## src/rtl/adder_tree_pipe.sv

```systemverilog
// rtl/adder_tree_pipe.sv - pipelined multi-lane N-tap adder tree with valid/ready flow control
// Ports:
//   clk        rising-edge clock
//   rst        asynchronous reset, active low
//   in_valid   operand beat valid
//   in_ready   block accepts a beat this cycle (equals the pipeline advance enable)
//   op_flat    operands, lane c tap t at [(c*N_TAPS+t)*IN_W +: IN_W]
//   out_valid  result beat valid
//   out_ready  downstream accepts the result
//   res_flat   results, lane c at [c*OUT_W +: OUT_W]
//   ovf        per-lane flag: shifted sum outside the OUT_W range, aligned with res_flat
module adder_tree_pipe #(
    parameter int N_TAPS   = 9,
    parameter int CHANNELS = 2,
    parameter int IN_W     = 16,
    parameter int OUT_W    = 16,
    parameter int SIGNED   = 0,
    parameter int SHIFT    = 0,
    parameter int SAT      = 1
) (
    input  logic                            clk,
    input  logic                            rst,
    input  logic                            in_valid,
    output logic                            in_ready,
    input  logic [CHANNELS*N_TAPS*IN_W-1:0] op_flat,
    output logic                            out_valid,
    input  logic                            out_ready,
    output logic [CHANNELS*OUT_W-1:0]       res_flat,
    output logic [CHANNELS-1:0]             ovf
);

    localparam int LEVELS = (N_TAPS > 1) ? $clog2(N_TAPS) : 0;
    localparam int FW     = IN_W + LEVELS;
    // One extra bit so zero-extended unsigned sums stay non-negative when
    // the output stage treats everything as two's complement.
    localparam int EW     = FW + 1;
    localparam int CW     = (EW > OUT_W + 2) ? EW : OUT_W + 2;
    localparam int TL     = (LEVELS > 0) ? LEVELS : 1;
    localparam int HALF   = (N_TAPS + 1) / 2;
    localparam bit FITS   = (OUT_W >= FW - SHIFT);

    localparam logic signed [CW-1:0] MAXV =
        (CW'(1) <<< ((SIGNED != 0) ? OUT_W - 1 : OUT_W)) - CW'(1);
    localparam logic signed [CW-1:0] MINV =
        (SIGNED != 0) ? -(CW'(1) <<< (OUT_W - 1)) : '0;

    // Every node array carries one spare always-zero slot at index N_TAPS, so
    // the pairwise add can read 2*i+1 without a bounds test; slots past the
    // live node count of a level stay zero and never disturb the sum.
    logic [CHANNELS-1:0][N_TAPS:0][EW-1:0]          opx;
    logic [TL-1:0][CHANNELS-1:0][N_TAPS:0][EW-1:0]  tree;
    logic [TL-1:0]                                  vld;
    logic [CHANNELS-1:0][EW-1:0]                    full_sum;
    logic                                           last_vld;
    logic                                           advance;

    logic [CHANNELS-1:0][CW-1:0]                    s_w;
    logic [CHANNELS-1:0]                            hi;
    logic [CHANNELS-1:0]                            lo;
    logic [CHANNELS-1:0][OUT_W-1:0]                 res_n;
    logic [CHANNELS-1:0]                            ovf_n;

    // A stalled output register is the only hold point; bubbles anywhere
    // upstream are advanced together with the rest of the pipe.
    assign advance  = out_ready || !out_valid;
    assign in_ready = advance;

    always_comb begin
        opx = '0;
        for (int c = 0; c < CHANNELS; c++) begin
            for (int t = 0; t < N_TAPS; t++) begin
                if (SIGNED != 0)
                    opx[c][t] = EW'(signed'(op_flat[(c*N_TAPS+t)*IN_W +: IN_W]));
                else
                    opx[c][t] = EW'(op_flat[(c*N_TAPS+t)*IN_W +: IN_W]);
            end
        end
    end

    always_ff @(posedge clk or negedge rst) begin
        if (!rst) begin
            vld  <= '0;
            tree <= '0;
        end else if (advance) begin
            for (int l = 0; l < LEVELS; l++) begin
                vld[l] <= (l == 0) ? in_valid : vld[(l == 0) ? 0 : l - 1];
                for (int c = 0; c < CHANNELS; c++) begin
                    for (int i = 0; i < HALF; i++) begin
                        if (l == 0)
                            tree[0][c][i] <= opx[c][2*i] + opx[c][2*i+1];
                        else
                            tree[l][c][i] <= tree[(l == 0) ? 0 : l - 1][c][2*i]
                                           + tree[(l == 0) ? 0 : l - 1][c][2*i+1];
                    end
                end
            end
        end
    end

    generate
        if (LEVELS == 0) begin : g_flat
            assign last_vld = in_valid;
            for (genvar c = 0; c < CHANNELS; c++) begin : g_ch
                assign full_sum[c] = opx[c][0];
            end
        end else begin : g_tree
            assign last_vld = vld[LEVELS-1];
            for (genvar c = 0; c < CHANNELS; c++) begin : g_ch
                assign full_sum[c] = tree[LEVELS-1][c][0];
            end
        end
    endgenerate

    // Output stage: normalise, then range-test against the OUT_W limits.
    always_comb begin
        s_w   = '0;
        hi    = '0;
        lo    = '0;
        res_n = '0;
        ovf_n = '0;
        for (int c = 0; c < CHANNELS; c++) begin
            s_w[c] = CW'($signed(full_sum[c]) >>> SHIFT);
            hi[c]  = $signed(s_w[c]) > MAXV;
            lo[c]  = $signed(s_w[c]) < MINV;
            ovf_n[c] = !FITS && (hi[c] || lo[c]);
            if ((SAT != 0) && hi[c])
                res_n[c] = MAXV[OUT_W-1:0];
            else if ((SAT != 0) && lo[c])
                res_n[c] = MINV[OUT_W-1:0];
            else
                res_n[c] = s_w[c][OUT_W-1:0];
        end
    end

    always_ff @(posedge clk or negedge rst) begin
        if (!rst) begin
            out_valid <= 1'b0;
            res_flat  <= '0;
            ovf       <= '0;
        end else if (advance) begin
            out_valid <= last_vld;
            if (last_vld) begin
                res_flat <= res_n;
                ovf      <= ovf_n;
            end
        end
    end

endmodule

```

## config.mk

```make
export PLATFORM = sky130hd
export DESIGN_NAME = adder_tree_pipe
export DESIGN_NICKNAME = d
export VERILOG_FILES = /design/src/rtl/adder_tree_pipe.sv
export SDC_FILE = /design/constraint.sdc
export NUM_CORES = 1
export LEC_CHECK = 0
export CAP_MARGIN = 20
export CORE_MARGIN = 4
export CORE_UTILIZATION = 57
export DETAILED_ROUTE_END_ITERATION = 16
export GPL_ROUTABILITY_DRIVEN = 0
export GPL_TIMING_DRIVEN = 0
export PLACE_DENSITY = 0.82
export SLEW_MARGIN = 20
export SYNTH_ARGS = -nofsm -noshare
export SYNTH_HDL_FRONTEND = slang
export SYNTH_SLANG_ARGS = --single-unit
```

## constraint.sdc

```tcl
create_clock -name clk -period 3.18 [get_ports clk]
set_input_delay 0.636 -clock clk [delete_from_list [all_inputs] [get_ports clk]]
set_output_delay 0.636 -clock clk [all_outputs]
set_load 0.05 [all_outputs]
```

# Word level (Yosys, flattened, before mapping)
# Index checks and enable logic that the tools add are counted.
[word_totals]
elab_cells = 63
romBits = 0
latchBits = 0
out_inout_bits = 36
ram_bits = 0
memories = 0
inputBits = 292
ff_bits = 533
[classes]
mux = 4
eq_ne = 0
n_lt_le_gt_ge = 4
bitwise = 0
reduce_logical = 5
add_sub_neg = 22
div_mod_pow = 0
n_shift = 0
multipliers = 0
[ops]
columns = ["operator", "count"]
rows = [
  ["21-bit adder", 12],
  ["16-bit by 16-bit adder with 17-bit output", 8],
  ["16-bit 2-to-1 mux", 4],
  ["16-bit by 21-bit adder with 21-bit output", 2],
  ["21-bit by 17-bit greater-than comparator with 1-bit output (second input constant)", 2],
  ["21-bit by 1-bit < comparator with 1-bit output (second input constant)", 2],
  ["1-bit logical OR", 3],
  ["2-bit AND reduction", 1],
  ["1-bit zero test", 1],
]

# Depth between registers and ports, before layout
# Gate-level depths: netlist of the first run.
[logic_depth]
depth_word = 3
mapped_depth = 11
ltp_nobuf = 11

# Worst setup path before layout of the first run
# OpenSTA, ideal clock, no wires.
[synth_path]
path_type = "in2reg"
startpoint = "in op_flat[0]"
endpoint = "reg tree[16] in the netlist's numbering"
cell_stages = 10
n_path_buf = 0
setup_slack_ns = 0.079
required_ns = 3.057
t_arrival_ns = 2.979
cell_sequence = "ha_1 -> fa_1 -> a21o_1 -> a21o_1 -> a2111oi_4 -> o31ai_2 -> or4_1 -> a31oi_2 -> nor2_1 -> o221a_1"
[synth_between]
elab_chain_len = 1
[synth_lines]
columns = ["item", "line_no", "rtl"]
rows = [
  ["start: declaration", "25", "input logic [CHANNELS*N_TAPS*IN_W-1:0] op_flat,"],
  ["16-bit by 16-bit adder with 17-bit output", "90", "tree[0][c][i] <= opx[c][2*i] + opx[c][2*i+1];"],
  ["end signal: indexed assignment", "90", ""],
  ["end signal: indexed assignment", "92", "tree[l][c][i] <= tree[(l == 0) ? 0 : l - 1][c][2*i]"],
  ["end: declaration", "51", "logic [TL-1:0][CHANNELS-1:0][N_TAPS:0][EW-1:0] tree;"],
]
# Every way passes these cells.
# A chain may end at the register's enable or synchronous reset.

# Final worst setup path of the first run
[layout_path]
startpoint = "in out_ready"
endpoint = "reg tree, in the netlist full_sum[23]"
[layout_between]
elab_chain_len = 1
[layout_lines]
columns = ["item", "line_no", "rtl"]
rows = [
  ["start: declaration", "27", "input logic out_ready,"],
  ["1-bit logical OR", "65", "assign advance = out_ready || !out_valid;"],
]
# Every way passes these cells.

==> results of run 1 <==
==> worst paths after layout <==
path | from | end | slack, ns | cells after the start
max reg2reg | out_valid$_DFFE_PN0N_ | full_sum[23]$_DFFE_PN0N_ | 0.11 | 6
max in group asynchronous | rst | tree[261]$_DFFE_PN0N_ | 1.70 | 3
min | rst | tree[88]$_DFFE_PN0N_ | 0.09 | 1
max | out_ready | full_sum[23]$_DFFE_PN0N_ | -0.02 | 7
min reg2reg | tree[303]$_DFFE_PN0N_ | tree[303]$_DFFE_PN0N_ | 0.47 | 2
min in group clk | op_flat[0] | tree[0]$_DFFE_PN0N_ | 0.47 | 4
==> worst max-delay path, cell delays in order <==
cell and delay (ns):
sky130_fd_sc_hd__clkdlybuf4s50_1 0.46, sky130_fd_sc_hd__nor2b_4 0.22, sky130_fd_sc_hd__clkbuf_1 0.40, sky130_fd_sc_hd__clkbuf_1 0.78, sky130_fd_sc_hd__clkbuf_1 0.88, sky130_fd_sc_hd__nand2_1 0.13
sky130_fd_sc_hd__o21ai_0 0.14
==> sequential cells by signal (all words and copies together) (netlist names) <==
register   flops
ovf            2
tree         342
vld            4
res_flat      32
full_sum      40
out_valid      1
==> layer usage <==
metal | track usage, % | part of all wire, % | vias to the layer above
li1 | - | - | 11100
met1 | 40.0 | 41 | 11600
met2 | 51.0 | 47 | 1016
met3 | 4.54 | 7.1 | 232
met4 | 13.3 | 5.0 | 2
met5 | 0 | 0.015 | -
==> cell families (layout without fill, tap and decap cells) <==
| group | count (synthesis) | in the layout | synth area share (%) |
|---|---|---|---|
| muxes | 9 | 9 | 0.356 |
| and+or+nand+nor | 1001 | 1001 | 16.3 |
| buffers and inverters | 181 | 593 | 2.58 |
| AOI/OAI and AO/OA | 856 | 856 | 20.4 |
| adders and majority gates | 280 | 280 | 13.8 |
| xor gates and xnor gates | 200 | 200 | 6.65 |
| DFF | 421 | 421 | 40.0 |
==> through the flow <==
stage,instance area (sq um),cells
floorplan,26300,2948
global placement,30400,3875
detailed placement,30500,3879
CTS,32000,3959
global route,32100,3960
finish,32100,3960
==> Yosys cell counts (38+ instances only) <==
master                     count  share of area [%]
sky130_fd_sc_hd__nor2_1      211                3.0
sky130_fd_sc_hd__clkbuf_1     93                1.3
sky130_fd_sc_hd__xnor2_1     120                4.0
sky130_fd_sc_hd__xor2_1       80                2.7
sky130_fd_sc_hd__inv_1        78                1.1
sky130_fd_sc_hd__a21oi_1     260                4.9
sky130_fd_sc_hd__dfrtp_1     421                 40
sky130_fd_sc_hd__o21ai_0     219                4.2
sky130_fd_sc_hd__nor3_1       42               0.80
sky130_fd_sc_hd__a21o_1      110                3.1
sky130_fd_sc_hd__ha_1        264                 13
sky130_fd_sc_hd__o21a_1       38                1.1
sky130_fd_sc_hd__nand2_1     563                8.0
==> power by group <==
part	switching, uW	internal (uW)
clock network	2220	3180
logic	11100	7680
registers	1780	7890
==> timing repair <==
action,4_1_cts,5_1_grt
buffers inserted,0,1
gates resized for setup,16,22
pin swaps,1,4
endpoints found under the setup margin,176,48
==> cell type report <==
| cell class | instances | share of cell area (%) |
|---|---|---|
| sequential | 421 | 32.9 |
| clock inverter | 22 | 0.804 |
| buffer | 101 | 1.24 |
| multi-input combinational | 2346 | 47.3 |
| inverter | 79 | 0.940 |
| timing repair buffer | 332 | 10.6 |
| tap | 600 | 2.34 |
| clock buffer | 59 | 3.89 |
==> metrics.md, run 1 <==
| Metric | Value |
|---|---|
| Synthesis-to-finish area growth | `21.8%` |
| Final worst-path cycle share | `101%` |
| Pins over their slew limit | `0` |
| Avg Vias per Cell | `6.05` |
| Remaining global-route overflow | `0` |
| Total Nets Final | `3897` |
| Wire length of the first global-routing pass | `125 mm` |
| Clock sink count | `421` |
| Fraction of layout cells with a size suffix above 1 | `3.57%` |
| Most instantiated flip-flop cell in the synthesis netlist | `sky130_fd_sc_hd__dfrtp_1` |
| Power per unit of standard cell area | `1060 nW/um^2` |
| Post-layout min period | `3.20 ns` |
| Antenna violations before repair | `1` |
| Final-report setup violation count | `1` |
| Slew HR | `18.2%` |
| Post-route setup slack | `-0.0210 ns` |
| Critical path type | `input pin to flip-flop` |
| Wire per inst | `19.9 um` |
| Hold bufs inserted after CTS | `0` |
| Overall die area | `49700 sq um` |
| Count of warnings emitted by yosys | `630` |
| Initial DRC Count | `2174` |
| Crit-path max FO | `10` |
| Hold Worst Slack | `0.0894 ns` |
| Clock tree from TritonCTS | `done` |
| Maximum buffer depth of the clock tree | `3` |
| DRC viols | `0` |
| Fill cells | `3454` |
| Largest net degree at the start of global routing | `97` |
| Hold/Removal Path Class | `input pin to asynchronous set/reset pin` |
| Register area | `10500 sq um` |
| Final wirelength | `78.7 mm` |
| Number of flip-flops and latches in the synthesized netlist | `421` |
| Post-synthesis cell type count | `68` |
| Synth async-reset ratio | `100%` |
| Commonest cells after routing, fill and taps aside | `sky130_fd_sc_hd__nand2_1 (563), sky130_fd_sc_hd__dfrtp_1 (421), sky130_fd_sc_hd__clkdlybuf4s50_1 (323)` |
| Failing checks | `negative setup slack` |
| IR drop worst, VDD | `598 uV` |
| Synth Instances | `2948` |
| Maximum clock frequency | `0.312 GHz` |
| I/O pin count | `328` |
| Final sum of negative setup slack | `-0.0210 ns` |
| Antenna Nets Post-Route | `0` |
| Unrepaired setup endpoints after global routing | `false` |
| Overall routing resource usage | `30.6%` |
| Endpoint type of the worst setup path | `flip-flop` |
| Net Count, Synth | `3520` |
| Required time worst endpoint | `3.65 ns` |
| Clock root buffer | `sky130_fd_sc_hd__clkbuf_16` |
| Die X | `223 um` |
| Synthesized cell area | `26300 sq um` |
| Number of diodes | `0` |
| Max-Cap Viols | `0` |
| Overall power | `33900 uW` |
| Most common library cell in the layout ignoring fill and taps | `sky130_fd_sc_hd__nand2_1` |
| Cts bufs inserted | `44` |
| Data arrival time of the worst path | `3.67 ns` |
| Placement row count | `78` |
| Core region area | `45500 sq um` |
| Die Ht | `223 um` |
| Worst slew pin tran | `1.23 ns` |
| Type of element launching the critical path | `input pin` |
| Port Buffer Count | `327` |
| Vias in the first global route | `24000` |
| Per-instance average area after synthesis | `8.93 sq um` |
| Leakage power total | `0.0147 uW` |
| Fraction of the yosys area taken by sequential cells | `40.0%` |
| Area used by multi-input combinational logic | `15200 sq um` |
| H-tree depth | `2` |
| Detailed placement HPWL | `60.5 mm` |
| Fraction of the core area covered by cells at the end of the flow | `70.5%` |
| Final count of hold timing violations | `0` |
| Number of synthesized flops with an enable pin | `0` |
| Total vias in the final route | `23900` |
| Reg clk slew, reported paths | `0.06 ns` |
| Starting Density | `57.9%` |
| DRT Pass-1 Iters | `6` |
| Result of the run | `finished, violations left` |
| Worst-case setup slack after placement | `-1.40 ns` |
| Source-to-sink clock delay at the later pin of the worst-skew pair | `0.57 ns` |
| Setup clock skew after layout | `0.00964 ns` |
Note: power is estimated with default switching activity, not from simulation.
==> inputs of run 2 (changes only) <==
- CORE_UTILIZATION: 57 -> 55
- PLACE_DENSITY: 0.82 -> 0.79
- clock period: 3.18 -> 3.03 ns (I/O delays scaled with it)
==> metrics.md, run 2 (synthesized netlist as in run 1, its figures left out) <==
| Metric | Value |
|---|---|
| Pins over their slew limit | `0 (unchanged)` |
| Max-Cap Viols | `0 (unchanged)` |
| Fraction of layout cells with a size suffix above 1 | `4.10% (+0.53 points)` |
| Launch point of the worst reg-to-reg path | `tree[0]$_DFFE_PN0N_` |
| Switch share | `44.5% (-0.17 points)` |
| Wire length of the first global-routing pass | `123 mm (-1.5%)` |
| Register with the most flip-flops | `tree` |
| Die Ht | `227 um (+1.7%)` |
| Final count of hold timing violations | `0 (unchanged)` |
| Commonest cells after routing, fill and taps aside | `sky130_fd_sc_hd__nand2_1 (563), sky130_fd_sc_hd__dfrtp_1 (421), sky130_fd_sc_hd__clkdlybuf4s50_1 (323)` |
| Maximum clock frequency | `0.338 GHz` |
| I/O pin count | `328 (unchanged)` |
| Number of diodes | `0 (unchanged)` |
| Type of element launching the critical path | `input pin` |
| Result of the run | `completed` |
| Overall power | `35300 uW (+4.3%)` |
| Number of instances on the worst hold path | `2` |
| Overall die area | `51400 sq um (+3.5%)` |
| Core region area | `47000 sq um (+3.2%)` |
| Endpoint type of the worst setup path | `output pin` |
| IR drop worst, VDD | `610 uV (+1.9%)` |
| Final sum of negative setup slack | `0 ns (+0.0210 ns)` |
| Hold Worst Slack | `0.469 ns (+0.380 ns)` |
| Antenna violations before repair | `1 (unchanged)` |
| Hold Crit Endpoint | `tree[301]$_DFFE_PN0N_` |
| Clock tree from TritonCTS | `done` |
| Reg clk slew, reported paths | `0.06 ns (about the same)` |
| Critical path type | `input pin to output pin` |
| Worst hold start | `tree[301]$_DFFE_PN0N_` |
| Most common library cell in the layout ignoring fill and taps | `sky130_fd_sc_hd__nand2_1` |
| Post-layout min period | `2.96 ns` |
| DRC viols | `0 (unchanged)` |
| Setup clock skew after layout | `0.0244 ns (+0.0147 ns)` |
| Synthesis-to-finish area growth | `22.0%` |
| Final cell count without fillers | `3971 (+0.28%)` |
| Cts bufs inserted | `44 (unchanged)` |
| Required time worst endpoint | `2.42 ns (-1.23 ns)` |
| Final wirelength | `77.8 mm (-1.1%)` |
| Data arrival time of the worst path | `2.36 ns (-1.31 ns)` |
| Launching instance or port of the critical path | `out_ready` |
| Flip-flop count of the largest register, all copies and words added | `342 (unchanged)` |
| Crit-path max FO | `15 (+5)` |
| Largest net degree at the start of global routing | `106 (+9.3%)` |
| Vias in the first global route | `23600 (-1.5%)` |
| Clock root buffer | `sky130_fd_sc_hd__clkbuf_16` |
| Die X | `227 um (+1.7%)` |
| Reported net switching power | `15700 uW (+3.9%)` |
| Port Buffer Count | `327 (unchanged)` |
| Placement row count | `79 (+1.3%)` |
| Clock network fraction of design power | `15.7% (-0.2 points)` |
| DRT Pass-1 Iters | `6 (unchanged)` |
| Terminus of the critical flop-to-flop path | `tree[436]$_DFFE_PN0N_` |
| Fraction of the core area covered by cells at the end of the flow | `68.4% (-2.1 points)` |
| Power per unit of standard cell area | `1100 nW/um^2 (+4.1%)` |
| Total vias in the final route | `23700 (-0.96%)` |
| Wire per inst | `19.6 um (-1.4%)` |
| Int Power | `19600 uW (+4.6%)` |
| Total Nets Final | `3901 (+0.10%)` |
| Source-to-sink clock delay at the later pin of the worst-skew pair | `0.57 ns (about the same)` |
| Remaining global-route overflow | `0 (unchanged)` |
| Detailed placement HPWL | `60.1 mm (-0.71%)` |
| Leakage power total | `0.0147 uW (+0.26%)` |
| Slew HR | `25.6% (+7.4 points)` |
| Path depth of the worst reg2reg path | `11 (+5)` |
| Power share of the combinational group | `55.7% (+0.2 points)` |
| Relative contribution of sequential cells to total power | `28.6% (about the same)` |
| Maximum buffer depth of the clock tree | `3 (unchanged)` |
| Overall routing resource usage | `29.7% (-0.91 points)` |
| Initial DRC Count | `2098 (-3.5%)` |
| Final worst-path cycle share | `97.7%` |
| Antenna Nets Post-Route | `0 (unchanged)` |
| H-tree depth | `2 (unchanged)` |
| Fill cells | `3681 (+6.6%)` |
| Clock sink count | `421 (unchanged)` |
| Cell total after placement | `3886 (+0.18%)` |
| Starting Density | `56.1% (-1.8 points)` |
| Register-to-Register Setup Slack | `0.09 ns (-0.02 ns)` |
| Final-report setup violation count | `0 (-1)` |
| Worst slew pin tran | `1.12 ns (-0.112 ns)` |
| Hold/Removal Path Class | `flip-flop to flip-flop` |
| Avg Vias per Cell | `5.97 (-1.2%)` |
run 2: changes by cell type in the layout (fill, tap and decap cells not counted), moves of 4 or more:
cell	change
sky130_fd_sc_hd__a21oi_1	-4
sky130_fd_sc_hd__a21oi_2	+4
sky130_fd_sc_hd__clkbuf_1	-5
sky130_fd_sc_hd__clkbuf_2	+9
sky130_fd_sc_hd__clkinvlp_4	-5
run 2: area by class of cell:
| class | count | area [sq um] | share of cell area, % |
|---|---|---|---|
| Buffer | 101 | 408 | 1.27 |
| Sequential cell | 421 | 10500 | 32.8 |
| Timing Repair Buffer | 336 | 3420 | 10.6 |
| Clock buffer | 62 | 1260 | 3.92 |
| Multi-Input combinational cell | 2346 | 15200 | 47.4 |
| Clock inverter | 19 | 209 | 0.650 |
| Tap cell | 607 | 759 | 2.36 |
| Inverter | 79 | 302 | 0.939 |
run 2: how the worst max path moves through the flow:
stage,end,depth (start not counted)
after floorplan,tree[16]$_DFFE_PN0N_,10
after global placement,tree[242]$_DFFE_PN0N_,1
after detailed placement,in_ready,7
after CTS,in_ready,6
after global routing,tree[854]$_DFFE_PN0N_,11
final,in_ready,6
run 2: critical path, cell delays in order:
cell and delay (ns):
sky130_fd_sc_hd__clkdlybuf4s50_1 0.45, sky130_fd_sc_hd__nor2b_4 0.23, sky130_fd_sc_hd__clkinv_4 0.23, sky130_fd_sc_hd__clkbuf_4 0.30, sky130_fd_sc_hd__clkbuf_2 0.25, sky130_fd_sc_hd__buf_2 0.27
run 2: repair_timing:
item / 4_1_cts / 5_1_grt
setup buffers: 4 / 0
resized for setup: 31 / 33
hold endpoints to repair: 35 / 0
hold buffers: 1 / 0
pin swaps: 7 / 2
setup endpoints to repair: 263 / 69
run 2: power groups by stage:
| stage | clock [uW] | sequential [uW] | combinational (uW) |
|---|---|---|---|
| floorplan | 0 | 10000 | 13500 |
| global placement | 0 | 10000 | 18200 |
| detailed placement | 0 | 10100 | 19000 |
| CTS | 5580 | 10000 | 19300 |
| global route | 5850 | 10300 | 21500 |
| finish | 5550 | 10100 | 19700 |
run 2: metrics by stage:
step           worst slack [ns]  area [sq um]
2_1_floorplan            0.0464         26300
3_3_place_gp             -16.11         30400
3_5_place_dp              -1.54         30500
4_1_cts                 -0.0173         32100
5_1_grt                 -0.0146         32100
6_report                 0.0685         32100
run 2: layer usage:
| layer | GRT usage, % | up-vias | routed length (um) | share of wire, % |
|---|---|---|---|---|
| met5 | 0 | - | 0 | 0 |
| met4 | 12.3 | 0 | 3640 | 4.7 |
| li1 | - | 11100 | - | - |
| met3 | 5.08 | 210 | 5520 | 7.1 |
| met2 | 48.9 | 910 | 36300 | 47 |
| met1 | 39.1 | 11500 | 32300 | 42 |
==> patch, RTL diff (config.mk and constraints of run 1) <==
`CHANNELS`: 2 -> 1.
--- a/src/rtl/adder_tree_pipe.sv
+++ b/src/rtl/adder_tree_pipe.sv
@@ -13,3 +13,3 @@
     parameter int N_TAPS   = 9,
-    parameter int CHANNELS = 2,
+    parameter int CHANNELS = 1,
     parameter int IN_W     = 16,
Interface: changed (resized op_flat, ovf and res_flat); port bits go from 328 to 167. No check against the original RTL was run, so the function may have changed too.
==> patch against run 1 <==
  * Clock power decreased by 48%
  * Clock skew up 21 ps
  * Sequential cell count decreased by 208
  * Design area decreased by 49%
  * Routed wire length down 55%
  * Synthesized area down 49%
  * Setup slack gained 170 ps
  * Total power fell by 49%
  * Register-to-register slack better by 210 ps
  * Synthesized cell count fell by 49%
  * Critical endpoint is now tree[36]
  * Highest routed layer is now met4
==> patch: results (changes against run 1) <==
Internal 9640 uW (-49%); post-route cell area 16,400 um2 (-49%); inverter count 34 (-57%); worst skew pair latency 530 ps (-40 ps); highest metal used met4; Synth Area in Compound Gates 22.7% (+2.3 points); # clk buffers 30 (-49%); post-synthesis adder-cell area fraction 13.5% (-0.30 points); Mean Syn Cell Area 8.88 um2 (-0.61%); DR WL/cell 17.6 um (-12%); Via density 5.91 (-2.3%); Clk pwr share 16.5% (+0.6 points); fraction of area in multi-input gates 47.7% (+0.41 points); clock tree cell share of total cell area 4.83% (+0.13 points); gr usage total 26.8% (-3.8 points); slowest stage delay, CP 690 ps (-190 ps); H-tree levels 1 (-1); worst-margin pin slew 887 ps (-340 ps); first-pass GRT wire length 57,900 um (-54%); DRT Pass-1 Iters 5 (-1); xor/xnor share of the synthesized area 5.27% (-1.4 points); Detail Route met3 WL 2560 um (-54%); dominant cells by area after synthesis dfrtp_1 (40%), ha_1 (12%), nand2_1 (8.3%); register area 5330 um2 (-49%); Fill cells 1,736 (-50%); status completed
[patch: cell types whose count changed after synthesis, moves of 45 or more]
| cell | run 1 | this run |
|---|---|---|
| a21o_1 | 110 | 44 |
| a21oi_1 | 260 | 127 |
| clkbuf_1 | 93 | 35 |
| dfrtp_1 | 421 | 213 |
| ha_1 | 264 | 132 |
| inv_1 | 78 | 33 |
| nand2_1 | 563 | 299 |
| nor2_1 | 211 | 122 |
| o21ai_0 | 219 | 116 |
| xnor2_1 | 120 | 38 |
[patch: worst paths after layout]
path | from | cells past startpoint | end | slack, ps
setup / recovery | out_ready | 8 | tree[36] | 150
hold reg to reg | tree[93] | 2 | tree[93] | 470
hold / removal | rst | 1 | tree[16] | 30
setup reg to reg | out_valid | 7 | tree[36] | 320
min in group clk | tree[93] | 2 | tree[93] | 470
max in group asynchronous | rst | 3 | tree[435] | 1990
